<file path="config.mk">
export PLATFORM = sky130hd
export DESIGN_NAME = id_decode_buffer_flat
export DESIGN_NICKNAME = d
export VERILOG_FILES = /design/src/rtl/id_decode_buffer_if.sv /design/src/rtl/id_decode_buffer.sv /design/src/flat_wrapper.sv
export SDC_FILE = /design/constraint.sdc
export NUM_CORES = 1
export LEC_CHECK = 0
export ABC_CLOCK_PERIOD_IN_PS = 4240
export BUFFER_PORTS_ARGS = -buffer_cell sky130_fd_sc_hd__buf_4
export CORE_ASPECT_RATIO = 0.7
export CORE_MARGIN = 4
export CORE_UTILIZATION = 45
export DETAILED_ROUTE_END_ITERATION = 10
export HOLD_SLACK_MARGIN = 0.03
export PLACE_DENSITY = 0.72
export SLEW_MARGIN = 20
export SYNTH_ARGS = -nofsm -noshare
export SYNTH_HDL_FRONTEND = slang
export SYNTH_SLANG_ARGS = --single-unit
</file>
<file path="constraint.sdc">
create_clock -name clk -period 4.24 [get_ports clk]
set_clock_uncertainty 0.15 [all_clocks]
set_input_delay 0.424 -clock clk [delete_from_list [all_inputs] [get_ports clk]]
set_output_delay 0.424 -clock clk [all_outputs]
set_load 0.01 [all_outputs]
</file>
<file path="src/rtl/id_decode_buffer_if.sv">
// Fetch-to-execute handshake bundle for the decode buffer. The slave modport is the
// decode stage; out_illegal exists only when ID_ILLEGAL_TRAP_EN is defined.
interface id_decode_buffer_if #(
  parameter int ADDR_W = 32,
  parameter int DATA_W = 32
);
  logic              in_valid;
  logic              in_ready;
  logic [ADDR_W-1:0] in_pc;
  logic [DATA_W-1:0] in_instr;
  logic              flush;
  logic              out_valid;
  logic              out_ready;
  logic [ADDR_W-1:0] out_pc;
  logic [5:0]        out_opcode;
  logic [4:0]        out_rs;
  logic [4:0]        out_rt;
  logic [4:0]        out_rd;
  logic [4:0]        out_shamt;
  logic [5:0]        out_funct;
  logic [31:0]       out_imm;
  logic [ADDR_W-1:0] out_target;
  logic              out_is_branch;
  logic              out_is_jump;
  logic              out_reg_write;
  logic              out_mem_read;
  logic              out_mem_write;
`ifdef ID_ILLEGAL_TRAP_EN
  logic              out_illegal;
`endif

  modport slave (
    input  in_valid, in_pc, in_instr, flush, out_ready,
`ifdef ID_ILLEGAL_TRAP_EN
    output out_illegal,
`endif
    output in_ready, out_valid, out_pc, out_opcode, out_rs, out_rt, out_rd,
           out_shamt, out_funct, out_imm, out_target, out_is_branch, out_is_jump,
           out_reg_write, out_mem_read, out_mem_write
  );

  modport master (
    output in_valid, in_pc, in_instr, flush, out_ready,
`ifdef ID_ILLEGAL_TRAP_EN
    input  out_illegal,
`endif
    input  in_ready, out_valid, out_pc, out_opcode, out_rs, out_rt, out_rd,
           out_shamt, out_funct, out_imm, out_target, out_is_branch, out_is_jump,
           out_reg_write, out_mem_read, out_mem_write
  );
endinterface

</file>
<file path="src/rtl/id_decode_buffer.sv">
// Instruction decode stage with a 2-entry skid FIFO of decoded bundles.
// Optional ID_ILLEGAL_TRAP_EN adds out_illegal for unknown opcodes / R-type functs.
module id_decode_buffer #(
  parameter int ADDR_W = 32,
  parameter int DATA_W = 32
) (
  input  logic              clk,
  input  logic              reset,
  id_decode_buffer_if.slave bus
);

  typedef struct packed {
    logic [ADDR_W-1:0] pc;
    logic [DATA_W-1:0] instr;
    logic [31:0]       imm;
    logic [ADDR_W-1:0] target;
    logic              is_branch;
    logic              is_jump;
    logic              reg_write;
    logic              mem_read;
    logic              mem_write;
`ifdef ID_ILLEGAL_TRAP_EN
    logic              illegal;
`endif
  } dec_t;

  typedef enum logic [1:0] {EMPTY = 2'd0, ONE = 2'd1, TWO = 2'd2} state_e;

  state_e            state_q, state_d;
  logic              wr_ptr_q, wr_ptr_d;
  logic              rd_ptr_q, rd_ptr_d;
  dec_t              mem_q [2];
  dec_t              dec_d;
  dec_t              head;
  logic              push, pop, wr_en;
  logic [5:0]        opc;
  logic [ADDR_W-1:0] pc_plus1;
  logic [ADDR_W-1:0] imm_a;

  assign bus.in_ready  = (state_q != TWO);
  assign bus.out_valid = (state_q != EMPTY);
  assign push = bus.in_valid & bus.in_ready;
  assign pop  = bus.out_valid & bus.out_ready;

  // Decode is purely combinational on the fetch bundle; only the FIFO write registers it.
  assign opc      = bus.in_instr[31:26];
  assign pc_plus1 = bus.in_pc + ADDR_W'(1);
  assign imm_a    = {{(ADDR_W-16){bus.in_instr[15]}}, bus.in_instr[15:0]};

  always_comb begin
    dec_d        = '0;
    dec_d.pc     = bus.in_pc;
    dec_d.instr  = bus.in_instr;
    dec_d.imm    = {{16{bus.in_instr[15]}}, bus.in_instr[15:0]};
    dec_d.target = pc_plus1;
    unique case (opc)
      6'h00: begin
        dec_d.reg_write = 1'b1;
`ifdef ID_ILLEGAL_TRAP_EN
        unique case (bus.in_instr[5:0])
          6'h20, 6'h22, 6'h24, 6'h25, 6'h2A, 6'h00: dec_d.illegal = 1'b0;
          default:                                  dec_d.illegal = 1'b1;
        endcase
`endif
      end
      6'h02: begin
        dec_d.is_jump = 1'b1;
        dec_d.target  = {pc_plus1[ADDR_W-1:26], bus.in_instr[25:0]};
      end
      6'h04, 6'h05: begin
        dec_d.is_branch = 1'b1;
        dec_d.target    = pc_plus1 + imm_a;
      end
      6'h08: dec_d.reg_write = 1'b1;
      6'h23: begin
        dec_d.reg_write = 1'b1;
        dec_d.mem_read  = 1'b1;
      end
      6'h2B: dec_d.mem_write = 1'b1;
      default: begin
`ifdef ID_ILLEGAL_TRAP_EN
        dec_d.illegal = 1'b1;
`endif
      end
    endcase
  end

  always_comb begin
    state_d  = state_q;
    wr_ptr_d = wr_ptr_q;
    rd_ptr_d = rd_ptr_q;
    wr_en    = 1'b0;
    if (bus.flush) begin
      state_d  = EMPTY;
      wr_ptr_d = 1'b0;
      rd_ptr_d = 1'b0;
    end else begin
      wr_en = push;
      if (push) wr_ptr_d = ~wr_ptr_q;
      if (pop)  rd_ptr_d = ~rd_ptr_q;
      unique case (state_q)
        EMPTY:   if (push) state_d = ONE;
        ONE:     if (push && !pop) state_d = TWO;
                 else if (pop && !push) state_d = EMPTY;
        TWO:     if (pop) state_d = ONE;
        default: state_d = EMPTY;
      endcase
    end
  end

  // Data regs are cleared only by reset so outputs read zero afterwards; flush keeps them.
  always_ff @(posedge clk) begin
    if (reset) begin
      state_q  <= EMPTY;
      wr_ptr_q <= 1'b0;
      rd_ptr_q <= 1'b0;
      mem_q[0] <= '0;
      mem_q[1] <= '0;
    end else begin
      state_q  <= state_d;
      wr_ptr_q <= wr_ptr_d;
      rd_ptr_q <= rd_ptr_d;
      if (wr_en) mem_q[wr_ptr_q] <= dec_d;
    end
  end

  assign head              = mem_q[rd_ptr_q];
  assign bus.out_pc        = head.pc;
  assign bus.out_opcode    = head.instr[31:26];
  assign bus.out_rs        = head.instr[25:21];
  assign bus.out_rt        = head.instr[20:16];
  assign bus.out_rd        = head.instr[15:11];
  assign bus.out_shamt     = head.instr[10:6];
  assign bus.out_funct     = head.instr[5:0];
  assign bus.out_imm       = head.imm;
  assign bus.out_target    = head.target;
  assign bus.out_is_branch = head.is_branch;
  assign bus.out_is_jump   = head.is_jump;
  assign bus.out_reg_write = head.reg_write;
  assign bus.out_mem_read  = head.mem_read;
  assign bus.out_mem_write = head.mem_write;
`ifdef ID_ILLEGAL_TRAP_EN
  assign bus.out_illegal   = head.illegal;
`endif

endmodule

</file>
<file path="src/flat_wrapper.sv">
// flat-port wrapper written by rule: the top's interface ports become plain ports
module id_decode_buffer_flat 
#(
  parameter int ADDR_W = 32,
  parameter int DATA_W = 32
)
  (clk, reset, bus_in_valid, bus_in_pc, bus_in_instr, bus_flush, bus_out_ready, bus_in_ready, bus_out_valid, bus_out_pc, bus_out_opcode, bus_out_rs, bus_out_rt, bus_out_rd, bus_out_shamt, bus_out_funct, bus_out_imm, bus_out_target, bus_out_is_branch, bus_out_is_jump, bus_out_reg_write, bus_out_mem_read, bus_out_mem_write);
  id_decode_buffer_if #(.ADDR_W(ADDR_W), .DATA_W(DATA_W)) bus_i ();
  input  logic clk;
  input  logic reset;
  input wire logic [$bits(bus_i.in_valid)-1:0] bus_in_valid;
  input wire logic [$bits(bus_i.in_pc)-1:0] bus_in_pc;
  input wire logic [$bits(bus_i.in_instr)-1:0] bus_in_instr;
  input wire logic [$bits(bus_i.flush)-1:0] bus_flush;
  input wire logic [$bits(bus_i.out_ready)-1:0] bus_out_ready;
  output wire logic [$bits(bus_i.in_ready)-1:0] bus_in_ready;
  output wire logic [$bits(bus_i.out_valid)-1:0] bus_out_valid;
  output wire logic [$bits(bus_i.out_pc)-1:0] bus_out_pc;
  output wire logic [$bits(bus_i.out_opcode)-1:0] bus_out_opcode;
  output wire logic [$bits(bus_i.out_rs)-1:0] bus_out_rs;
  output wire logic [$bits(bus_i.out_rt)-1:0] bus_out_rt;
  output wire logic [$bits(bus_i.out_rd)-1:0] bus_out_rd;
  output wire logic [$bits(bus_i.out_shamt)-1:0] bus_out_shamt;
  output wire logic [$bits(bus_i.out_funct)-1:0] bus_out_funct;
  output wire logic [$bits(bus_i.out_imm)-1:0] bus_out_imm;
  output wire logic [$bits(bus_i.out_target)-1:0] bus_out_target;
  output wire logic [$bits(bus_i.out_is_branch)-1:0] bus_out_is_branch;
  output wire logic [$bits(bus_i.out_is_jump)-1:0] bus_out_is_jump;
  output wire logic [$bits(bus_i.out_reg_write)-1:0] bus_out_reg_write;
  output wire logic [$bits(bus_i.out_mem_read)-1:0] bus_out_mem_read;
  output wire logic [$bits(bus_i.out_mem_write)-1:0] bus_out_mem_write;
  assign bus_i.in_valid = bus_in_valid;
  assign bus_i.in_pc = bus_in_pc;
  assign bus_i.in_instr = bus_in_instr;
  assign bus_i.flush = bus_flush;
  assign bus_i.out_ready = bus_out_ready;
  assign bus_in_ready = bus_i.in_ready;
  assign bus_out_valid = bus_i.out_valid;
  assign bus_out_pc = bus_i.out_pc;
  assign bus_out_opcode = bus_i.out_opcode;
  assign bus_out_rs = bus_i.out_rs;
  assign bus_out_rt = bus_i.out_rt;
  assign bus_out_rd = bus_i.out_rd;
  assign bus_out_shamt = bus_i.out_shamt;
  assign bus_out_funct = bus_i.out_funct;
  assign bus_out_imm = bus_i.out_imm;
  assign bus_out_target = bus_i.out_target;
  assign bus_out_is_branch = bus_i.out_is_branch;
  assign bus_out_is_jump = bus_i.out_is_jump;
  assign bus_out_reg_write = bus_i.out_reg_write;
  assign bus_out_mem_read = bus_i.out_mem_read;
  assign bus_out_mem_write = bus_i.out_mem_write;
  id_decode_buffer #(.ADDR_W(ADDR_W), .DATA_W(DATA_W)) u_core (.clk(clk), .reset(reset), .bus(bus_i));
endmodule
</file>
==> results.md, run 1 <==
- The run finished with clean final reports.
- The cell-internal power is a little under 4 mW.
- After clock tree synthesis, the setup repair step added 0 buffers.
- Setup repair after global routing left no endpoint under its margin.
- The average footprint of a synthesized cell is about 11 sq um.
- The areal power density over the cells is about 350 nW/um^2.
- From bottom edge to top edge, the die measures 146 microns.
- Before antenna repair, the detailed router went through 6 iterations.
- For this block, the routed nets add up to about 34,000 microns of wire.
- The tool flagged a number of max-cap violations equal to 0.
- The hold violation count in the final report came to 0.
- The core region is around 27,000 sq um.
- The repair_antennas step left the layout with diodes totalling 0.
- The combinational fraction of design power is around 18%.
- The total die area is between 20,000 and 30,000 sq um.
- Summed over all cells, the static leakage comes to between 5 and 6 nW.
- The fraction of power spent switching nets is 26.0%.
- The number of buffers added on ports is between 200 and 250.
- The finished cells cover 14,700 sq um.
- The initial cell density of the core is 45.6%.
- The switching power total is 1.35 mW.
- The wire length of the first global-routing pass is 51,400 microns.
- The synthesis-to-finish area growth is 20.7%.
- The global placement routability congestion is between 0.9 and 1.
- Setup violations remaining at the end of the flow were counted as 0.
- STA classifies the critical path endpoint as a flop.
- The global route total overflow is 0.
- The design draws between 5 and 6 mW.
- The remaining routing DRC violations is 0.
- For this run, the number of Yosys warnings is 0.
- The number of global-route vias before repair is 8,683.
- The number of cell rows is 50.
- Of the post-synthesis cell area, the dominant cell type holds approximately half.
- The part of the Yosys area used for sequential elements is about 51%.
- At the end of the flow the core is filled with cells to about 55%.
- The CTS clock-pin slew for the worst setup and hold paths is around 0.060 ns.
- The placement-stage worst setup slack is between 0.09 and 0.1 ns.
- The count of nets left with antenna violations once routing finished came out at 0.
- The placed instance area is around 14,000 sq um.
- The tree is rooted in a sky130_fd_sc_hd__clkbuf_16.
- The worst hold slack across all endpoints is 0.0585 ns.
- In this run, synthesis inferred between 200 and 250 flip-flops with an integrated enable.
- The dominant synthesized flop cell is sky130_fd_sc_hd__edfxtp_1.
- The most repeated cell in the gate-level netlist after synthesis is sky130_fd_sc_hd__edfxtp_1.
- The worst path uses 84.6% of the clock period.
- The part of the total power dissipated in sequential elements is 45.9%.
- The deepest clock path buffer count is 3.
- The sum of negative setup slack is 0 ns.
- Static timing analysis puts the maximum clock frequency at ~280 MHz.
- The horizontal die dimension is just over 200 microns.
- The clock latency at the later pin of the worst-skew pair is about 0.53 ns.
- The all-layer global routing usage is a little over a fifth.
- The required time at the endpoint of the critical path is 4.32 ns.
- The worst setup path is of the in -> reg kind.
- The class of the most critical hold timing path is in -> reg.
- Clock tree synthesis inserted a total of 22 buffers.
- In this run, placement finished with an instance count of 1,572.
- The number of distinct standard cells referenced by the synthesized netlist is between 60 and 70.
- CTS saw slightly above 200 sinks.
- The layout cell share with drive strength beyond 1 is between 30% and 40%.
- The routed layout has 9,063 vias.
- The number of instances in the synthesized netlist is 1,068.
- The per-cell via count in the routed design is 5.61.
- The post-route non-filler standard cell count is roughly 1,600.
- After synthesis the netlist holds a flip-flop and latch count of ~210.
- The detail-routed net length per standard cell is approximately 21 microns.
- The data arrival time of the worst path is about 3.7 ns.
- At the pin with the least slew margin, the transition time is 0.971 ns.
- Headroom to the max-slew limit came out at a little over a third.
- The final number of max-transition violations is 0.
- Pin placement for this block handled 204 I/O pins.
- The final-stage net count is between 1,000 and 1,500.
- VDD sags by at most roughly 0.32 mV.
- The number of nets in the synthesized netlist is about 1,200.
- The setup slack of the critical path after layout is around 0.65 ns.
- The commonest cells after synthesis are sky130_fd_sc_hd__edfxtp_1, sky130_fd_sc_hd__and2_1, sky130_fd_sc_hd__mux2_2, sky130_fd_sc_hd__nor2_1, sky130_fd_sc_hd__nand2_1.
- The top cell type by total area after synthesis is sky130_fd_sc_hd__edfxtp_1.
- STA classifies the critical path startpoint as an input pin.
- The detailed router finished its first iteration with 1,029 violations.
- The detailed-placement wirelength estimate is 24,200 microns.
- The share of async-settable or async-resettable flops after synthesis is 0%.
- Subtracting the final worst setup slack from the clock period gives about 3.6 ns.
- In this run the cell area of the synthesized design comes to approximately 12,000 sq um.
- The share of total power dissipated in the clock network is around 36%.
- The number of antenna violations at the first check in global routing is 0.
- The largest fanout on the critical path is 9.
- In the post-synthesis netlist, the biggest area contributors are sky130_fd_sc_hd__edfxtp_1, sky130_fd_sc_hd__mux2_2, sky130_fd_sc_hd__and2_1.
- The pin count of the biggest net entering global routing is 65.
- The H-tree depth reported by CTS is 1.
- TritonCTS built the clock tree.
## flip-flops by register name (all words and copies together), names as in the netlist, named ones only
name / flops
u_core.mem_q: 202
u_core.rd_ptr_q: 1
u_core.state_q: 2
u_core.wr_ptr_q: 1
## what timing repair did
action / CTS / global route
hold buffers: 4 / 0
endpoints found under the hold margin: 4 / 0
gates resized for setup: 0 / 0
## cell type report
| class | instances | area [sq um] |
|---|---|---|
| Tap cell | 364 | 455 |
| Clock inverter | 11 | 92.6 |
| Fill cell | 2274 | 12000 |
| Inverter | 18 | 67.6 |
| Clock buffer | 29 | 617 |
| Sequential cell | 207 | 6170 |
| Timing Repair Buffer | 236 | 1820 |
| Multi-Input combinational cell | 751 | 5490 |
## metal layers
metal	track usage, %	up-vias	share of wire (%)
met1	34.0	4381	48
met4	4.12	0	1.7
met3	5.03	38	9.2
met5	0	-	0
li1	-	4251	-
met2	31.5	393	42
## placed cells by master, fill, tap and decap left out, types with 7 or more instances in the layout
cell	netlist	final
sky130_fd_sc_hd__o21ai_0	11	11
sky130_fd_sc_hd__and2_1	130	130
sky130_fd_sc_hd__a31oi_1	7	7
sky130_fd_sc_hd__mux2_2	103	103
sky130_fd_sc_hd__nand4_1	23	23
sky130_fd_sc_hd__a222oi_1	14	14
sky130_fd_sc_hd__nor3_1	16	16
sky130_fd_sc_hd__a21o_1	10	10
sky130_fd_sc_hd__nand2_1	63	63
sky130_fd_sc_hd__buf_4	33	229
sky130_fd_sc_hd__inv_1	18	18
sky130_fd_sc_hd__xor2_1	19	19
sky130_fd_sc_hd__nor2_1	80	77
sky130_fd_sc_hd__nand3_1	23	23
sky130_fd_sc_hd__edfxtp_1	202	202
sky130_fd_sc_hd__o21a_1	10	10
sky130_fd_sc_hd__a21oi_1	45	45
sky130_fd_sc_hd__ha_1	38	38
sky130_fd_sc_hd__clkbuf_16	0	22
sky130_fd_sc_hd__xnor2_1	29	29
sky130_fd_sc_hd__o211ai_1	9	9
sky130_fd_sc_hd__and3_1	8	8
sky130_fd_sc_hd__a211o_1	7	7
## final timing paths
path,from,end,slack (ns),cells past startpoint
worst max-delay path,bus_in_pc[1],u_core.mem_q[0][36]$_SDFFCE_PN0P_,0.65,14
worst max register to register,u_core.state_q[0]$_SDFFE_PP0P_,u_core.mem_q[0][34]$_SDFFCE_PN0P_,1.70,6
worst min-delay path,bus_in_pc[1],u_core.mem_q[0][102]$_SDFFCE_PN0P_,0.06,2
worst min register to register,u_core.state_q[0]$_SDFFE_PP0P_,u_core.state_q[1]$_SDFFE_PP0P_,0.42,2
## power by group through the flow
stage               Sequential (mW)  Clock, mW  Combinational [mW]
floorplan                      2.43          0               0.538
global placement               2.43          0               0.909
detailed placement             2.43          0               0.911
CTS                            2.39       1.92               0.918
global route                   2.40       2.00               0.996
finish                         2.39       1.89               0.921
## cell families after synthesis
| logic type | synth area share [%] |
|---|---|
| mux | 10.1 |
| compound gates | 10.0 |
| fa+ha+maj | 4.07 |
| simple gates | 17.1 |
| xor+xnor | 3.45 |
| flops | 50.6 |
| buf+inv | 4.65 |
## worst max-delay path, stage by stage
cell,delay [ns]
sky130_fd_sc_hd__buf_4,0.10
sky130_fd_sc_hd__ha_1,0.20
sky130_fd_sc_hd__nand2_1,0.15
sky130_fd_sc_hd__nor3_4,0.44
sky130_fd_sc_hd__nand2_1,0.12
sky130_fd_sc_hd__xnor2_1,0.16
sky130_fd_sc_hd__ha_1,0.42
sky130_fd_sc_hd__nand4_1,0.13
sky130_fd_sc_hd__a21oi_1,0.36
sky130_fd_sc_hd__nand3_1,0.22
sky130_fd_sc_hd__a211o_1,0.36
sky130_fd_sc_hd__a211oi_1,0.29
sky130_fd_sc_hd__o21ai_1,0.14
sky130_fd_sc_hd__nor3b_1,0.16
Note: power is estimated with default switching activity, not from simulation.
==> run 2, diff against run 1 <==
--- a/config.mk
+++ b/config.mk
@@ -5,7 +5,7 @@
 export SDC_FILE = /design/constraint.sdc
 export NUM_CORES = 1
 export LEC_CHECK = 0
-export ABC_CLOCK_PERIOD_IN_PS = 4240
+export ABC_CLOCK_PERIOD_IN_PS = 3450
 export BUFFER_PORTS_ARGS = -buffer_cell sky130_fd_sc_hd__buf_4
 export CORE_ASPECT_RATIO = 0.7
 export CORE_MARGIN = 4
==> constraint.sdc (replaced) <==
create_clock -name clk -period 3.45 [get_ports clk]
set_clock_uncertainty 0.15 [all_clocks]
set_input_delay 0.345 -clock clk [delete_from_list [all_inputs] [get_ports clk]]
set_output_delay 0.345 -clock clk [all_outputs]
set_load 0.01 [all_outputs]
==> results.md, run 2 (synthesis results as in run 1) <==
- The flow ran to the end, and the final reports show no timing, DRC or antenna violations.
- The clock tree from TritonCTS is yes.
- The transition time at the pin with the least slew margin is 0.946 ns (-0.0247 ns).
- The detailed-placement wirelength estimate is 25,400 microns (+4.8%).
- The worst hold path begins at bus_in_instr[13].
- The fraction of the core area covered by cells at the end of the flow is 59.9% (+4.9 points).
- The H-tree depth reported by CTS was 1 (unchanged).
- The post-CTS repair timing setup buffer count is 0 (unchanged).
- By startpoint and endpoint, the worst setup path is classified as in -> reg.
- The number of DRC markers in iteration 0 came to 768 (-25%).
- The horizontal die dimension is 205 microns (unchanged).
- The deepest clock path buffer count is 3 (unchanged).
- The global route total overflow was 0 (unchanged).
- The wire length of the first global-routing pass is 54,100 microns (+5.3%).
- The area used by sequential logic in the layout is 6170 sq um (unchanged).
- The tree is rooted in a sky130_fd_sc_hd__clkbuf_16.
- The largest fanout on the critical path is 5 (-4).
- The detailed-route via count is 9,613 (+6.1%).
- The floorplan die height is 146 microns (unchanged).
- Derived from the worst setup path, the maximum achievable clock frequency is 302 MHz.
- The switching power total is 1.68 mW (+24%).
- The combinational fraction of design power is 21.0% (+3.3 points).
- The initial cell density of the core is 45.6% (unchanged).
- The total die area is 29,800 sq um (unchanged).
- The area occupied by multi-input gates is 5550 sq um (+1.3%).
- The worst-case hold path end point is u_core.mem_q[1][82]$_SDFFCE_PN0P_.
- The detailed-router iteration count before antenna repair is 6 (unchanged).
- The required time at the endpoint of the critical path came to 3.56 ns (-0.76 ns).
- The largest registers in the layout are u_core.mem_q (202), u_core.state_q (2).
- The data arrival time of the worst path is 3.42 ns (-0.25 ns).
- The final number of max-transition violations is 0 (unchanged).
- The placement-stage worst setup slack was -0.473 ns (-0.565 ns).
- The pin count of the biggest net entering global routing is 102 (+57%).
- The detail-routed net length per standard cell was 19.8 microns (-6.1%).
- The category of the worst setup path capture point is a flop.
- The count of max-cap constraint violations is 0 (unchanged).
- The headroom to the max-slew limit is 36.9% (+1.6 points).
- The I/O pin count was 204 (unchanged).
- Setup repair after global routing left no endpoint under its margin.
- The areal power density over the cells is 395 nW/um^2 (+12%).
- The leakage power is 6.63 nW (+13%).
- The final wirelength is 35,100 microns (+3.1%).
- The shortest period the worst path allows is 3.31 ns.
- The post-route non-filler standard cell count is 1,775 (+9.8%).
- The relative contribution of the clock network to total power came to 32.6% (-3.7 points).
- The number of antenna violations at the first check in global routing is 0 (unchanged).
- The total CTS buffers is 21 (-4.5%).
- The internal reg-to-reg setup slack came to 1.15 ns (-0.55 ns).
- The hold violation count in the final report is 0 (unchanged).
- The register with the most flip-flops in the final layout is u_core.mem_q.
- The setup slack of the critical path after layout is 0.140 ns (-0.513 ns).
- The number of placed cells counting well taps is 1,695 (+7.8%).
- The global placement routability congestion came to 0.908 (-2.3%).
- The per-cell via count in the routed design is 5.42 (-3.4%).
- The remaining routing DRC violations was 0 (unchanged).
- The share of the clock period used by the worst path is 95.9%.
- The final-stage net count is 1,507 (+12%).
- The launch instance of the worst register-to-register path is u_core.state_q[0]$_SDFFE_PP0P_.
- The part of the total power dissipated in sequential elements was 46.4% (+0.5 points).
- The all-layer global routing usage is 22.8% (+0.95 points).
- The class of the most critical hold timing path is in -> reg.
- The remaining antenna violation count was 0 (unchanged).
- The CTS clock-pin slew for the worst setup and hold paths is 0.06 ns (about the same).
- The total clock sinks is 207 (unchanged).
- The fraction of power spent switching nets came to 26.6% (+0.56 points).
- The endpoint identified for the worst register-to-register timing path is u_core.mem_q[0][31]$_SDFFCE_PN0P_.
- The count of endpoints failing setup in the final report was 0 (unchanged).
- The clock latency at the later pin of the worst-skew pair is 0.51 ns (-0.02 ns).
- The synthesis-to-finish area growth is 31.4%.
- The number of global-route vias before repair is 9,277 (+6.8%).
- The worst setup path is launched from an input pin.
- The filler cell count is 2,189 (-3.7%).
- The worst reg2reg path depth was 7 (+1).
- The peak supply drop is 0.299 mV (-6.8%).
- The number of cell rows is 50 (unchanged).
- In the layout the commonest cells are sky130_fd_sc_hd__buf_4, sky130_fd_sc_hd__edfxtp_1, sky130_fd_sc_hd__and2_1, sky130_fd_sc_hd__mux2_2, sky130_fd_sc_hd__nor2_1.
- The cell-internal power is 4.64 mW (+21%).
- The library cell used most frequently in the layout, excluding fill and tap cells, is sky130_fd_sc_hd__buf_4.
- The placeable core area is 26,700 sq um (unchanged).
- The layout cell share with drive strength beyond 1 was 36.7% (+5.3 points).
- The number of buffers added on ports is 203 (unchanged).
- The flip-flop count of the largest register, all copies and words added is 202 (unchanged).
- The antenna diode count is 0 (unchanged).
- The depth of the worst hold-timing path is 2 (unchanged).
## run 2: cell count changes in the layout (fill, tap and decap cells not counted), sizes merged
cell	change
bufinv	-1
dlygate4sd3	+41
clkinv	+1
clkbuf	-6
buf	+123
inv	+1
## run 2: metrics by stage
step | hold slack (ns) | instance area, sq um | TNS (ns) | power, mW
after floorplan | 0.272 | 12200 | 0 | 3.64
after global placement | 0.370 | 14900 | -8.20 | 4.24
after detailed placement | 0.389 | 14900 | -8.24 | 4.25
after CTS | 0.0521 | 15900 | 0 | 6.35
after global routing | 0.0783 | 16000 | 0 | 6.58
final | 0.0636 | 16000 | 0 | 6.32
## run 2: power groups by stage
stage	Sequential (mW)	Combinational (mW)	Clock, mW
after floorplan	2.98	0.662	0
after global placement	2.98	1.26	0
after detailed placement	2.99	1.27	0
after CTS	2.93	1.32	2.10
after global routing	2.94	1.43	2.21
final	2.93	1.33	2.06
## run 2: final cells by class
cell class | instances | area share (%)
Multi-Input combinational cell | 751 | 34.7
Tap cell | 364 | 2.84
Inverter | 18 | 0.422
Sequential cell | 207 | 38.5
Timing Repair Buffer | 400 | 19.8
Clock inverter | 12 | 0.352
Clock buffer | 23 | 3.33
## run 2: worst max-delay path, stage by stage
cell	delay, ns
sky130_fd_sc_hd__dlygate4sd3_1	0.53
sky130_fd_sc_hd__buf_4	0.14
sky130_fd_sc_hd__and4_1	0.30
sky130_fd_sc_hd__nand4_2	0.18
sky130_fd_sc_hd__nor2_1	0.20
sky130_fd_sc_hd__xor2_2	0.12
sky130_fd_sc_hd__ha_1	0.38
sky130_fd_sc_hd__and3_1	0.27
sky130_fd_sc_hd__nand2_1	0.16
sky130_fd_sc_hd__a2111o_1	0.50
sky130_fd_sc_hd__a31oi_1	0.22
sky130_fd_sc_hd__nand2_1	0.08
## run 2: how the worst max path moves through the flow
| stage | from | to | slack [ns] | depth (start not counted) |
|---|---|---|---|---|
| 2_1_floorplan | bus_in_pc[9] | u_core.mem_q[1][36]$_SDFFCE_PN0P_ | 0.08 | 14 |
| 3_3_place_gp | bus_in_pc[0] | u_core.mem_q[0][32]$_SDFFCE_PN0P_ | -0.42 | 15 |
| 3_5_place_dp | bus_in_pc[0] | u_core.mem_q[0][32]$_SDFFCE_PN0P_ | -0.47 | 15 |
| 4_1_cts | bus_in_pc[0] | u_core.mem_q[0][32]$_SDFFCE_PN0P_ | 0.04 | 15 |
| 5_1_grt | bus_in_pc[21] | u_core.mem_q[1][35]$_SDFFCE_PN0P_ | 0.006 | 14 |
| 6_report | bus_in_pc[21] | u_core.mem_q[1][34]$_SDFFCE_PN0P_ | 0.14 | 12 |
## run 2: what timing repair did
| item | CTS | global route |
|---|---|---|
| hold buffers | 45 | 0 |
| hold endpoints to repair | 85 | 0 |
| endpoints found under the setup margin | 0 | 17 |
| resized for setup | 0 | 12 |
## run 2: metal layers
layer | track usage, % | part of all wire [%] | wire length, microns
met1 | 37.2 | 49 | 17100
met2 | 31.8 | 41 | 14400
met3 | 3.85 | 8.0 | 2790
met4 | 4.69 | 2.1 | 745
met5 | 0 | 0 | 0
==> run 3, diff against run 2 <==
--- a/config.mk
+++ b/config.mk
@@ -5,8 +5,9 @@
 export SDC_FILE = /design/constraint.sdc
 export NUM_CORES = 1
 export LEC_CHECK = 0
-export ABC_CLOCK_PERIOD_IN_PS = 3450
+export ABC_CLOCK_PERIOD_IN_PS = 3400
 export BUFFER_PORTS_ARGS = -buffer_cell sky130_fd_sc_hd__buf_4
+export CAP_MARGIN = 0
 export CORE_ASPECT_RATIO = 0.7
 export CORE_MARGIN = 4
 export CORE_UTILIZATION = 45
==> constraint.sdc (replaced) <==
create_clock -name clk -period 3.4 [get_ports clk]
set_clock_uncertainty 0.15 [all_clocks]
set_input_delay 0.34 -clock clk [delete_from_list [all_inputs] [get_ports clk]]
set_output_delay 0.34 -clock clk [all_outputs]
set_load 0.01 [all_outputs]
==> results.md, run 3 (synthesis results as in run 1) <==
- The signal on the critical path passes through dlygate4sd3_1, buf_4, ha_1, inv_1, fa_1, and2b_1, o2111ai_2, buf_4, a211oi_2, buf_4, nor2_1, xnor2_1, a222oi_1, buf_4, nor2_1.
- The detailed-router iteration count before antenna repair is 7 (+1).
- The peak supply drop came to 0.308 mV (+3.2%).
- The relative contribution of the clock network to total power is 36.0% (+3.4 points).
- The detail-routed net length per standard cell came to 19.9 microns (+0.61%).
- The placeable core area was 26,700 sq um (unchanged).
- The deepest clock path buffer count came to 3 (unchanged).
- STA classifies the critical path startpoint as an input pin.
- The areal power density over the cells is 418 nW/um^2 (+5.9%).
- The cell-internal power is 5.03 mW (+8.2%).
- The most common cell after layout, fill and taps aside is sky130_fd_sc_hd__buf_4.
- The timing-limited maximum frequency is just over 300 MHz.
- The category of the worst setup path capture point is a flop.
- The worst hold slack across all endpoints was 0.0524 ns (-0.0113 ns).
- The count of max-cap constraint violations came to 0 (unchanged).
- The headroom to the max-slew limit was 30.2% (-6.8 points).
- Setup repair after global routing could not meet its margin everywhere.
- The required time at the endpoint of the critical path is 3.51 ns (-0.05 ns).
- The largest registers in the layout are u_core.mem_q (202), u_core.state_q (2).
- The leakage power is 6.72 nW (+1.3%).
- The area growth from synthesis to layout is 32.9%.
- The number of buffers added on ports is 203 (unchanged).
- The floorplan die height was 146 microns (unchanged).
- The total die area is 29,800 sq um (unchanged).
- The per-cell via count in the routed design came to 5.45 (+0.55%).
- The total CTS buffers was 22 (+4.8%).
- The part of the total power dissipated in sequential elements is 43.9% (-2.5 points).
- The horizontal die dimension is 205 microns (unchanged).
- The shortest period the worst path allows is around 3.3 ns.
- u_core.mem_q holds more flip-flops than any other register.
- The final-stage net count came to 1,516 (+0.60%).
- The remaining routing DRC violations was 0 (unchanged).
- The total design power is 6.78 mW (+7.1%).
- The total clock sinks is 207 (unchanged).
- The hold violation count in the final report is 0 (unchanged).
- The wire length of the first global-routing pass came to 54,400 microns (+0.50%).
- The clock latency at the later pin of the worst-skew pair is 0.52 ns (about the same).
- The clock tree from TritonCTS is yes.
- The final critical path takes up 97.0% of the cycle.
- The run finished with clean final reports.
- The antenna diode count came to 0 (unchanged).
- The critical-path cell with the highest stage delay is sky130_fd_sc_hd__dlygate4sd3_1.
- The number of antenna violations at the first check in global routing is 0 (unchanged).
- The pin count of the biggest net entering global routing is 102 (unchanged).
- The largest fanout on the critical path is 4 (-1).
- The initial cell density of the core is 45.6% (unchanged).
- The remaining antenna violation count is 0 (unchanged).
- The global route total overflow is 0 (unchanged).
- The critical path class is in -> reg.
- The detailed-placement wirelength estimate is 25,000 microns (-1.4%).
- The flip-flop count of the largest register, all copies and words added is 202 (unchanged).
- Among the stages of the critical path, the cell type that occurs most often is sky130_fd_sc_hd__buf_4.
- In the layout the commonest cells are sky130_fd_sc_hd__buf_4, sky130_fd_sc_hd__edfxtp_1, sky130_fd_sc_hd__and2_1, sky130_fd_sc_hd__mux2_2, sky130_fd_sc_hd__nor2_1.
- The I/O pin count is 204 (unchanged).
- The number of DRC markers in iteration 0 is 1,155 (+50%).
- The global placement routability congestion is 0.906 (-0.28%).
- The number of global-route vias before repair was 9,308 (+0.33%).
- The CTS clock-pin slew for the worst setup and hold paths was 0.06 ns (about the same).
- The all-layer global routing usage came to 22.9% (+0.099 points).
- The layout cell share with drive strength beyond 1 was 37.5% (+0.77 points).
- The final wirelength was 35,500 microns (+1.2%).
- The data arrival time of the worst path is 3.40 ns (-0.02 ns).
- The H-tree depth reported by CTS is 1 (unchanged).
- The worst hold path belongs to the class in -> reg.
- The number of cell rows is 50 (unchanged).
- The maximum single-stage delay on the critical path is 0.53 ns (about the same).
- The combinational fraction of design power was 20.1% (-0.9 points).
- The filler cell count is 2,174 (-0.69%).
- The transition time at the pin with the least slew margin is 1.05 ns (+0.101 ns).
- The root buffer cell chosen for the clock tree is sky130_fd_sc_hd__clkbuf_16.
- The fraction of power spent switching nets came to 25.8% (-0.75 points).
- The final number of max-transition violations is 0 (unchanged).
- The detailed-route via count came to 9,726 (+1.2%).
- The switching power total came to 1.75 mW (+4.1%).
- The count of endpoints failing setup in the final report is 0 (unchanged).
-- run 3: worst paths after layout --
check | startpoint | to | slack, ns | cells past startpoint
min reg2reg | u_core.rd_ptr_q$_SDFFE_PP0P_ | u_core.rd_ptr_q$_SDFFE_PP0P_ | 0.42 | 2
max | bus_in_instr[0] | u_core.mem_q[0][17]$_SDFFCE_PN0P_ | 0.10 | 15
max reg2reg | u_core.state_q[0]$_SDFFE_PP0P_ | u_core.mem_q[0][31]$_SDFFCE_PN0P_ | 1.13 | 7
min | bus_in_pc[30] | u_core.mem_q[1][131]$_SDFFCE_PN0P_ | 0.05 | 3
-- run 3: repair_timing --
action,in CTS,in global routing
hold endpoints to repair,87,0
setup endpoints to repair,0,24
setup buffers,0,1
hold buffers,45,0
resized for setup,0,15
-- run 3: critical path, delay by kind of cell --
| family | cells | cell delay, ns |
|---|---|---|
| and+or+nand+nor | 3 | 0.33 |
| AOI/OAI and AO/OA | 3 | 0.80 |
| xor gates and xnor gates | 1 | 0.13 |
| buffers and inverters | 6 | 1.26 |
| adders and majority gates | 2 | 0.55 |
-- run 3: metal layers --
metal  vias to the layer above  wire, microns  global-route usage, %
met4                         0            529                   3.52
met3                        27           2820                   3.48
li1                       4587              -                      -
met2                       362          14900                   32.4
met5                         -              0                      0
met1                      4750          17300                   37.6
-- run 3: power by group through the flow --
stage               sequential, mW  combinational (mW)  clock, mW
floorplan                     3.02               0.672          0
global placement              3.02                1.28          0
detailed placement            3.03                1.29          0
CTS                           2.97                1.34       2.48
global route                  2.99                1.47       2.59
finish                        2.97                1.36       2.44
-- run 3: area by class of cell --
class                      count  area (sq um)  share of cell area [%]
sequential                   207          6170                    38.1
multi-input combinational    751          5550                    34.3
timing repair buffer         408          3230                    19.9
clock buffer                  27           569                    3.52
tap                          364           455                    2.81
clock inverter                11           151                   0.935
inverter                      18          67.6                   0.417
-- run 3: stage by stage --
step | TNS (ns) | util [%] | area, sq um | instances | setup slack, ns
final | 0 | 60.6 | 16200 | 1786 | 0.101
after floorplan | 0 | - | 12200 | 1068 | 0.0303
after CTS | 0 | 60.3 | 16100 | 1785 | 0.0398
after detailed placement | -10.40 | 55.9 | 14900 | 1702 | -0.443
after global routing | -0.120 | 60.6 | 16200 | 1786 | -0.0495
after global placement | -8.51 | 55.9 | 14900 | 1702 | -0.362
